<file path="src/rtl/c2h_arb_pkg.sv">
// Shared types and helpers for the C2H stream arbiter.
// Latency: n/a (declarations only).
// Backpressure: n/a (declarations only).
package c2h_arb_pkg;

    // Width of the packets-per-interrupt counter.
    localparam int IRQ_CNT_W = 16;

    // Two-state transfer FSM: waiting for a request, or moving one packet.
    typedef enum logic {
        ST_IDLE = 1'b0,
        ST_XFER = 1'b1
    } arb_state_t;

    // Grant index width. A single-source build still gets one index bit.
    function automatic int src_w(input int n);
        return (n <= 2) ? 1 : $clog2(n);
    endfunction

endpackage

</file>
<file path="src/rtl/c2h_stream_arbiter_rr_arbiter.sv">
// Round-robin picker: first requester strictly after 'last', wrapping modulo NUM_SRC.
// Latency: purely combinational, result valid in the same cycle as req.
// Backpressure: none; the caller decides when to act on gnt_idx/gnt_vld.
module rr_arbiter
    import c2h_arb_pkg::*;
#(
    parameter int NUM_SRC = 4,
    parameter int SRC_W   = src_w(NUM_SRC)
) (
    input  logic [NUM_SRC-1:0] req,
    input  logic [SRC_W-1:0]   last,
    output logic [SRC_W-1:0]   gnt_idx,
    output logic               gnt_vld
);

    logic [SRC_W-1:0] cand;

    // Walk offsets 1..NUM_SRC from the last winner; the first hit wins, so the
    // last winner itself is considered only after everyone else.
    always_comb begin
        gnt_idx = '0;
        gnt_vld = 1'b0;
        cand    = '0;
        for (int k = 1; k <= NUM_SRC; k++) begin
            cand = SRC_W'((int'(last) + k) % NUM_SRC);
            if (!gnt_vld && req[cand]) begin
                gnt_idx = cand;
                gnt_vld = 1'b1;
            end
        end
    end

endmodule

</file>
<file path="src/rtl/c2h_stream_arbiter.sv">
// Packet-granular round-robin mux of NUM_SRC AXI-stream sources onto the XDMA C2H stream, with packet-count interrupts.
// Latency: 1 idle arbitration cycle before each packet, then zero-cycle combinational pass-through of every beat.
// Backpressure: m_axis_c2h_tready is routed straight to the granted source's tready; all other sources see tready=0.
module c2h_stream_arbiter
    import c2h_arb_pkg::*;
#(
    parameter int NUM_SRC         = 4,
    parameter int DATA_WIDTH      = 128,
    parameter int BYTE_BIT_ENABLE = DATA_WIDTH / 8,
    parameter int IRQ_WIDTH       = 1,
    parameter int IRQ_PKT_CNT     = 1,
    parameter int SRC_W           = src_w(NUM_SRC)
) (
    input  logic                                 user_clk,
    input  logic                                 user_rst,
    input  logic [NUM_SRC*DATA_WIDTH-1:0]        s_axis_tdata,
    input  logic [NUM_SRC*BYTE_BIT_ENABLE-1:0]   s_axis_tkeep,
    input  logic [NUM_SRC-1:0]                   s_axis_tlast,
    input  logic [NUM_SRC-1:0]                   s_axis_tvalid,
    output logic [NUM_SRC-1:0]                   s_axis_tready,
    output logic [DATA_WIDTH-1:0]                m_axis_c2h_tdata,
    output logic [BYTE_BIT_ENABLE-1:0]           m_axis_c2h_tkeep,
    output logic                                 m_axis_c2h_tlast,
    output logic                                 m_axis_c2h_tvalid,
    input  logic                                 m_axis_c2h_tready,
    output logic [SRC_W-1:0]                     grant_id,
    output logic                                 busy,
    output logic [IRQ_WIDTH-1:0]                 irq_req,
    input  logic [IRQ_WIDTH-1:0]                 irq_ack,
    output logic [31:0]                          pkt_count
);

    localparam logic [IRQ_CNT_W-1:0] IRQ_THR = IRQ_CNT_W'(IRQ_PKT_CNT);

    arb_state_t            state;
    arb_state_t            state_nxt;
    logic [SRC_W-1:0]      last_grant;
    logic [SRC_W-1:0]      pick_idx;
    logic                  pick_vld;
    logic                  beat;
    logic                  last_beat;
    logic [IRQ_CNT_W-1:0]  irq_cnt;
    logic [IRQ_CNT_W-1:0]  irq_cnt_inc;
    logic                  irq_thr_hit;
    logic                  irq_q;
    logic                  unused_irq_ack;

    // Only bit 0 of the ack vector means anything; the rest is tied off here.
    assign unused_irq_ack = ^irq_ack;

    assign busy = (state == ST_XFER);

    rr_arbiter #(
        .NUM_SRC (NUM_SRC),
        .SRC_W   (SRC_W)
    ) u_rr_arbiter (
        .req     (s_axis_tvalid),
        .last    (last_grant),
        .gnt_idx (pick_idx),
        .gnt_vld (pick_vld)
    );

    // State register; reset abandons any packet in flight.
    always_ff @(posedge user_clk) begin
        if (user_rst) begin
            state <= ST_IDLE;
        end else begin
            state <= state_nxt;
        end
    end

    // Datapath mux, handshake decode and next state. Everything is zero in IDLE.
    always_comb begin
        m_axis_c2h_tdata  = '0;
        m_axis_c2h_tkeep  = '0;
        m_axis_c2h_tlast  = 1'b0;
        m_axis_c2h_tvalid = 1'b0;
        s_axis_tready     = '0;
        state_nxt         = state;
        if (state == ST_XFER) begin
            for (int i = 0; i < NUM_SRC; i++) begin
                if (grant_id == SRC_W'(i)) begin
                    m_axis_c2h_tdata  = s_axis_tdata[i*DATA_WIDTH +: DATA_WIDTH];
                    m_axis_c2h_tkeep  = s_axis_tkeep[i*BYTE_BIT_ENABLE +: BYTE_BIT_ENABLE];
                    m_axis_c2h_tlast  = s_axis_tlast[i];
                    m_axis_c2h_tvalid = s_axis_tvalid[i];
                    s_axis_tready[i]  = m_axis_c2h_tready;
                end
            end
        end
        beat      = m_axis_c2h_tvalid & m_axis_c2h_tready;
        last_beat = beat & m_axis_c2h_tlast;
        case (state)
            ST_IDLE: if (pick_vld)  state_nxt = ST_XFER;
            ST_XFER: if (last_beat) state_nxt = ST_IDLE;
            default:                state_nxt = ST_IDLE;
        endcase
    end

    // Latch the winner when leaving IDLE; remember it as the round-robin pointer at packet end.
    always_ff @(posedge user_clk) begin
        if (user_rst) begin
            grant_id   <= '0;
            last_grant <= SRC_W'(NUM_SRC - 1);
        end else begin
            if (state == ST_IDLE && pick_vld) begin
                grant_id <= pick_idx;
            end
            if (last_beat) begin
                last_grant <= grant_id;
            end
        end
    end

    // Free-running completed-packet counter, wraps naturally at 2^32.
    always_ff @(posedge user_clk) begin
        if (user_rst) begin
            pkt_count <= '0;
        end else if (last_beat) begin
            pkt_count <= pkt_count + 32'd1;
        end
    end

    assign irq_cnt_inc = irq_cnt + IRQ_CNT_W'(1);
    assign irq_thr_hit = last_beat && (irq_cnt_inc == IRQ_THR);

    // Interrupt request: a new threshold event beats a simultaneous ack, and
    // events while already pending simply keep the request high.
    always_ff @(posedge user_clk) begin
        if (user_rst) begin
            irq_cnt <= '0;
            irq_q   <= 1'b0;
        end else begin
            if (irq_thr_hit) begin
                irq_cnt <= '0;
            end else if (last_beat) begin
                irq_cnt <= irq_cnt_inc;
            end
            if (irq_thr_hit) begin
                irq_q <= 1'b1;
            end else if (irq_ack[0]) begin
                irq_q <= 1'b0;
            end
        end
    end

    // Upper request bits are permanently low.
    always_comb begin
        irq_req    = '0;
        irq_req[0] = irq_q;
    end

endmodule

</file>
<file path="config.mk">
export PLATFORM = sky130hd
export DESIGN_NAME = c2h_stream_arbiter
export DESIGN_NICKNAME = d
export VERILOG_FILES = /design/src/rtl/c2h_arb_pkg.sv /design/src/rtl/c2h_stream_arbiter_rr_arbiter.sv /design/src/rtl/c2h_stream_arbiter.sv
export SDC_FILE = /design/constraint.sdc
export NUM_CORES = 1
export LEC_CHECK = 0
export ABC_CLOCK_PERIOD_IN_PS = 2770
export CAP_MARGIN = 20
export CORE_AREA = 2 2 298 300
export DETAILED_ROUTE_END_ITERATION = 8
export DIE_AREA = 0 0 300 302
export RECOVER_POWER = 50
export SYNTH_ARGS = -nofsm -noshare
export SYNTH_HDL_FRONTEND = slang
export SYNTH_SLANG_ARGS = --single-unit
</file>
<file path="constraint.sdc">
create_clock -name user_clk -period 2.77 [get_ports user_clk]
set_input_delay 0.4155 -clock user_clk [delete_from_list [all_inputs] [get_ports user_clk]]
set_output_delay 0.4155 -clock user_clk [all_outputs]
set_load 0.02 [all_outputs]
</file>
==> results.py <==
metrics = {
    "run_status": {
        "status": "finished, final reports clean",
    },
    "synth": {
        "ys_seq_elements": 54,
        "synth_compound_area_frac": 0.0591,
        "syn_nets": 1286,
        "synth_cells": 695,
        "yosys.area_share.simple": 0.248,
        "syn_area_um2": 7260,
        "yosysTopAreaCell": "mux4_2",
        "seq_area_frac_synth": 0.149,
        "ys_warn_count": 0,
        "synthAdderAreaFrac": 0.00517,
        "synth_edf_count": 0,
        "ys_async_sr_fraction": 0,
        "synth_cell_types": 50,
        "synth.area.mux_share": 0.455,
        "synthXorXnorAreaFrac": 0.0326,
        "syn_avg_cell_area_um2": 10.4,
        "synth_top_area_frac": 0.447,
        "synthFlopType": "dfxtp_1",
        "synthTopCellsByArea": "mux4_2, dfxtp_1, and2_1",
        "synth_top_family_by_area": "multiplexers",
    },
    "finish": {
        "drive_above_1_share": 0.180,
        "areaGrowthSynthToFinish_pct": 132,
        "num-fill-cells": 9781,
        "nets": 2051,
        "post-route-util": 0.192,
        "mostFrequentLayoutCells": "clkdlybuf4s50_1, and2_1, mux4_2",
        "layout_commonest_cell": "clkdlybuf4s50_1",
    },
    "setup_path": {
        "crit_path_start_kind": "flip-flop",
        "r2r_setup_slack_ns": 0.21,
        "r2r_start": "grant_id[0]",
        "critPathArrivalTime_ns": 2.28,
        "worstPathMaxFanout": 10,
        "ff2ff_path_depth": 9,
        "cp-end-kind": "output port",
        "r2r_end": "pkt_count[27]",
        "required_ns": 2.35,
        "path_class": "reg2out",
    },
    "detailed_routing": {
        "viasPerCell": 3.82,
        "avgRoutedWirePerCell_um": 34.1,
        "drcViolationCount": 0,
        "routed_wl_mm": 90.4,
        "firstDrtPassIters": 5,
        "first_iter_violations": 635,
        "vias": 10100,
        "antenna_left": 0,
    },
    "min_path": {
        "hold_path.class": "in2reg",
        "whs_endpoint": "pkt_count[30]",
        "min_path_cells": 2,
        "hp-start": "user_rst",
    },
    "clocking": {
        "clockBufferDepth": 2,
        "clock_latency_ns": 0.31,
        "numCtsBuffers": 5,
        "cts_sinks": 54,
        "cts.clk_slew.worst_paths_ns": 0.08,
        "cts_hold_buffers": 0,
        "h-tree-depth": 2,
        "cts_root_buf": "clkbuf_16",
        "tritoncts": "done",
    },
    "global_route": {
        "grt_pass1_vias": 9758,
        "grt_use_total": 0.191,
        "grt-ovfl-total": 0,
        "grt_max_degree": 66,
        "grt_first_pass_wirelength_mm": 110,
        "antenna_found_initial": 148,
    },
    "pwr": {
        "vdd_drop_max_mv": 0.274,
        "p_per_area_nw_per_um2": 258,
        "p_leak_nw": 6.03,
    },
    "sta": {
        "rsz0062_at_grt": "no",
        "final_max_slew_viol_count": 0,
        "skew_ns": 0.0113,
        "period_share": 0.973,
        "fmax_mhz": 371,
        "setup_slack_ns": 0.0746,
        "maxSlewHeadroom": 0.628,
        "tightest_slew_ns": 0.557,
        "hold_violations": 0,
        "fin_crit_ns": 2.70,
        "finalSetupViolCount": 0,
    },
    "floorplanning": {
        "io_pins": 774,
        "rows": 109,
        "dieArea_um2": 90600,
        "die_h_um": 302,
        "start_util": 0.0829,
        "core_um2": 87600,
        "die_w_um": 300,
    },
    "flow_run": {
        "cap_viol_max_count": 0,
    },
    "placement": {
        "dp.final_hpwl_mm": 83.3,
        "io_buffer_count": 773,
        "routabilityCongestion": 0.923,
        "dp_slack_ns": -0.00454,
    },
}
[worst max-delay path, stage by stage, from the launching register on]
cell and delay, ns:
dfxtp_4 0.43, buf_12 0.18, mux4_2 0.57, and2_1 0.19, clkdlybuf4s50_1 0.59
[cell type report]
type                            count  area (um^2)  area share
Multi-Input combinational cell    554         5800       0.345
Tap cell                         1165         1460      0.0867
Inverter                           14         52.6     0.00313
Sequential cell                    54         1090      0.0650
Clock buffer                        5          125     0.00745
Clock inverter                      3         43.8     0.00261
Timing Repair Buffer              831         8180       0.486
Antenna cell                       25         62.6     0.00372
[cell families after synthesis]
family | count (synthesis)
AND/OR/NAND/NOR | 306
multiplexers | 150
buffers and inverters | 87
AO/OA/AOI/OAI | 68
flip-flops | 54
XOR/XNOR | 27
adder cells (fa/ha/maj) | 3
[cells in the mapped netlist, types with 11 or more instances]
library cell  count
a21oi_1          28
or4_1            11
nand4_1          14
mux4_2          144
buf_2            25
nor2_1           37
and2_1          146
dfxtp_1          54
or3_1            12
inv_1            14
xor2_1           22
nand2_1          21
clkbuf_1         43
nand3_1          26
o21ai_0          12
[routing by layer]
metal | wire, um | up-vias | GRT usage
met3 | 12800 | 248 | 0.111
met5 | 615 | - | 0
met1 | 31800 | 4824 | 0.204
met4 | 2310 | 94 | 0.0383
met2 | 43000 | 688 | 0.325
li1 | - | 4264 | -
[report_power, final]
part | internal (mW) | switching, mW
sequential | 0.781 | 0.0208
clock | 0.430 | 0.325
combinational | 1.62 | 1.16
[state kept, by name, summed over array words and instances (netlist names)]
| name | count |
|---|---|
| busy | 1 |
| grant_id | 2 |
| irq_cnt | 16 |
| irq_req | 1 |
| last_grant | 2 |
| pkt_count | 32 |
[worst max-delay path by stage]
stage / from / endpoint / slack [ns] / depth (start not counted)
finish: grant_id[0] / m_axis_c2h_tdata[122] / 0.07 / 4
floorplan: grant_id[0] / m_axis_c2h_tdata[115] / 0.37 / 5
detailed placement: m_axis_c2h_tready / pkt_count[22] / -0.005 / 7
global placement: m_axis_c2h_tready / pkt_count[22] / -0.02 / 7
global route: grant_id[0] / m_axis_c2h_tdata[47] / 0.01 / 5
CTS: grant_id[0] / m_axis_c2h_tdata[0] / 0.002 / 6
[per-stage QoR]
stage	std cells	total power, mW	hold WS (ns)	instance area, um^2	TNS, ns
6_report	2651	4.34	0.374	16800	0
3_3_place_gp	2604	3.69	0.485	16600	-0.0166
5_1_grt	2639	4.54	0.393	16800	0
3_5_place_dp	2604	3.70	0.494	16600	-0.00454
4_1_cts	2624	4.45	0.367	16900	0
2_1_floorplan	695	1.92	0.481	7260	0
[repair_timing]
action,CTS,global route
buffers inserted,10,2
setup endpoints to repair,77,23
resized for setup,70,22
cloned,2,0
(Power assumes the default switching activity.)
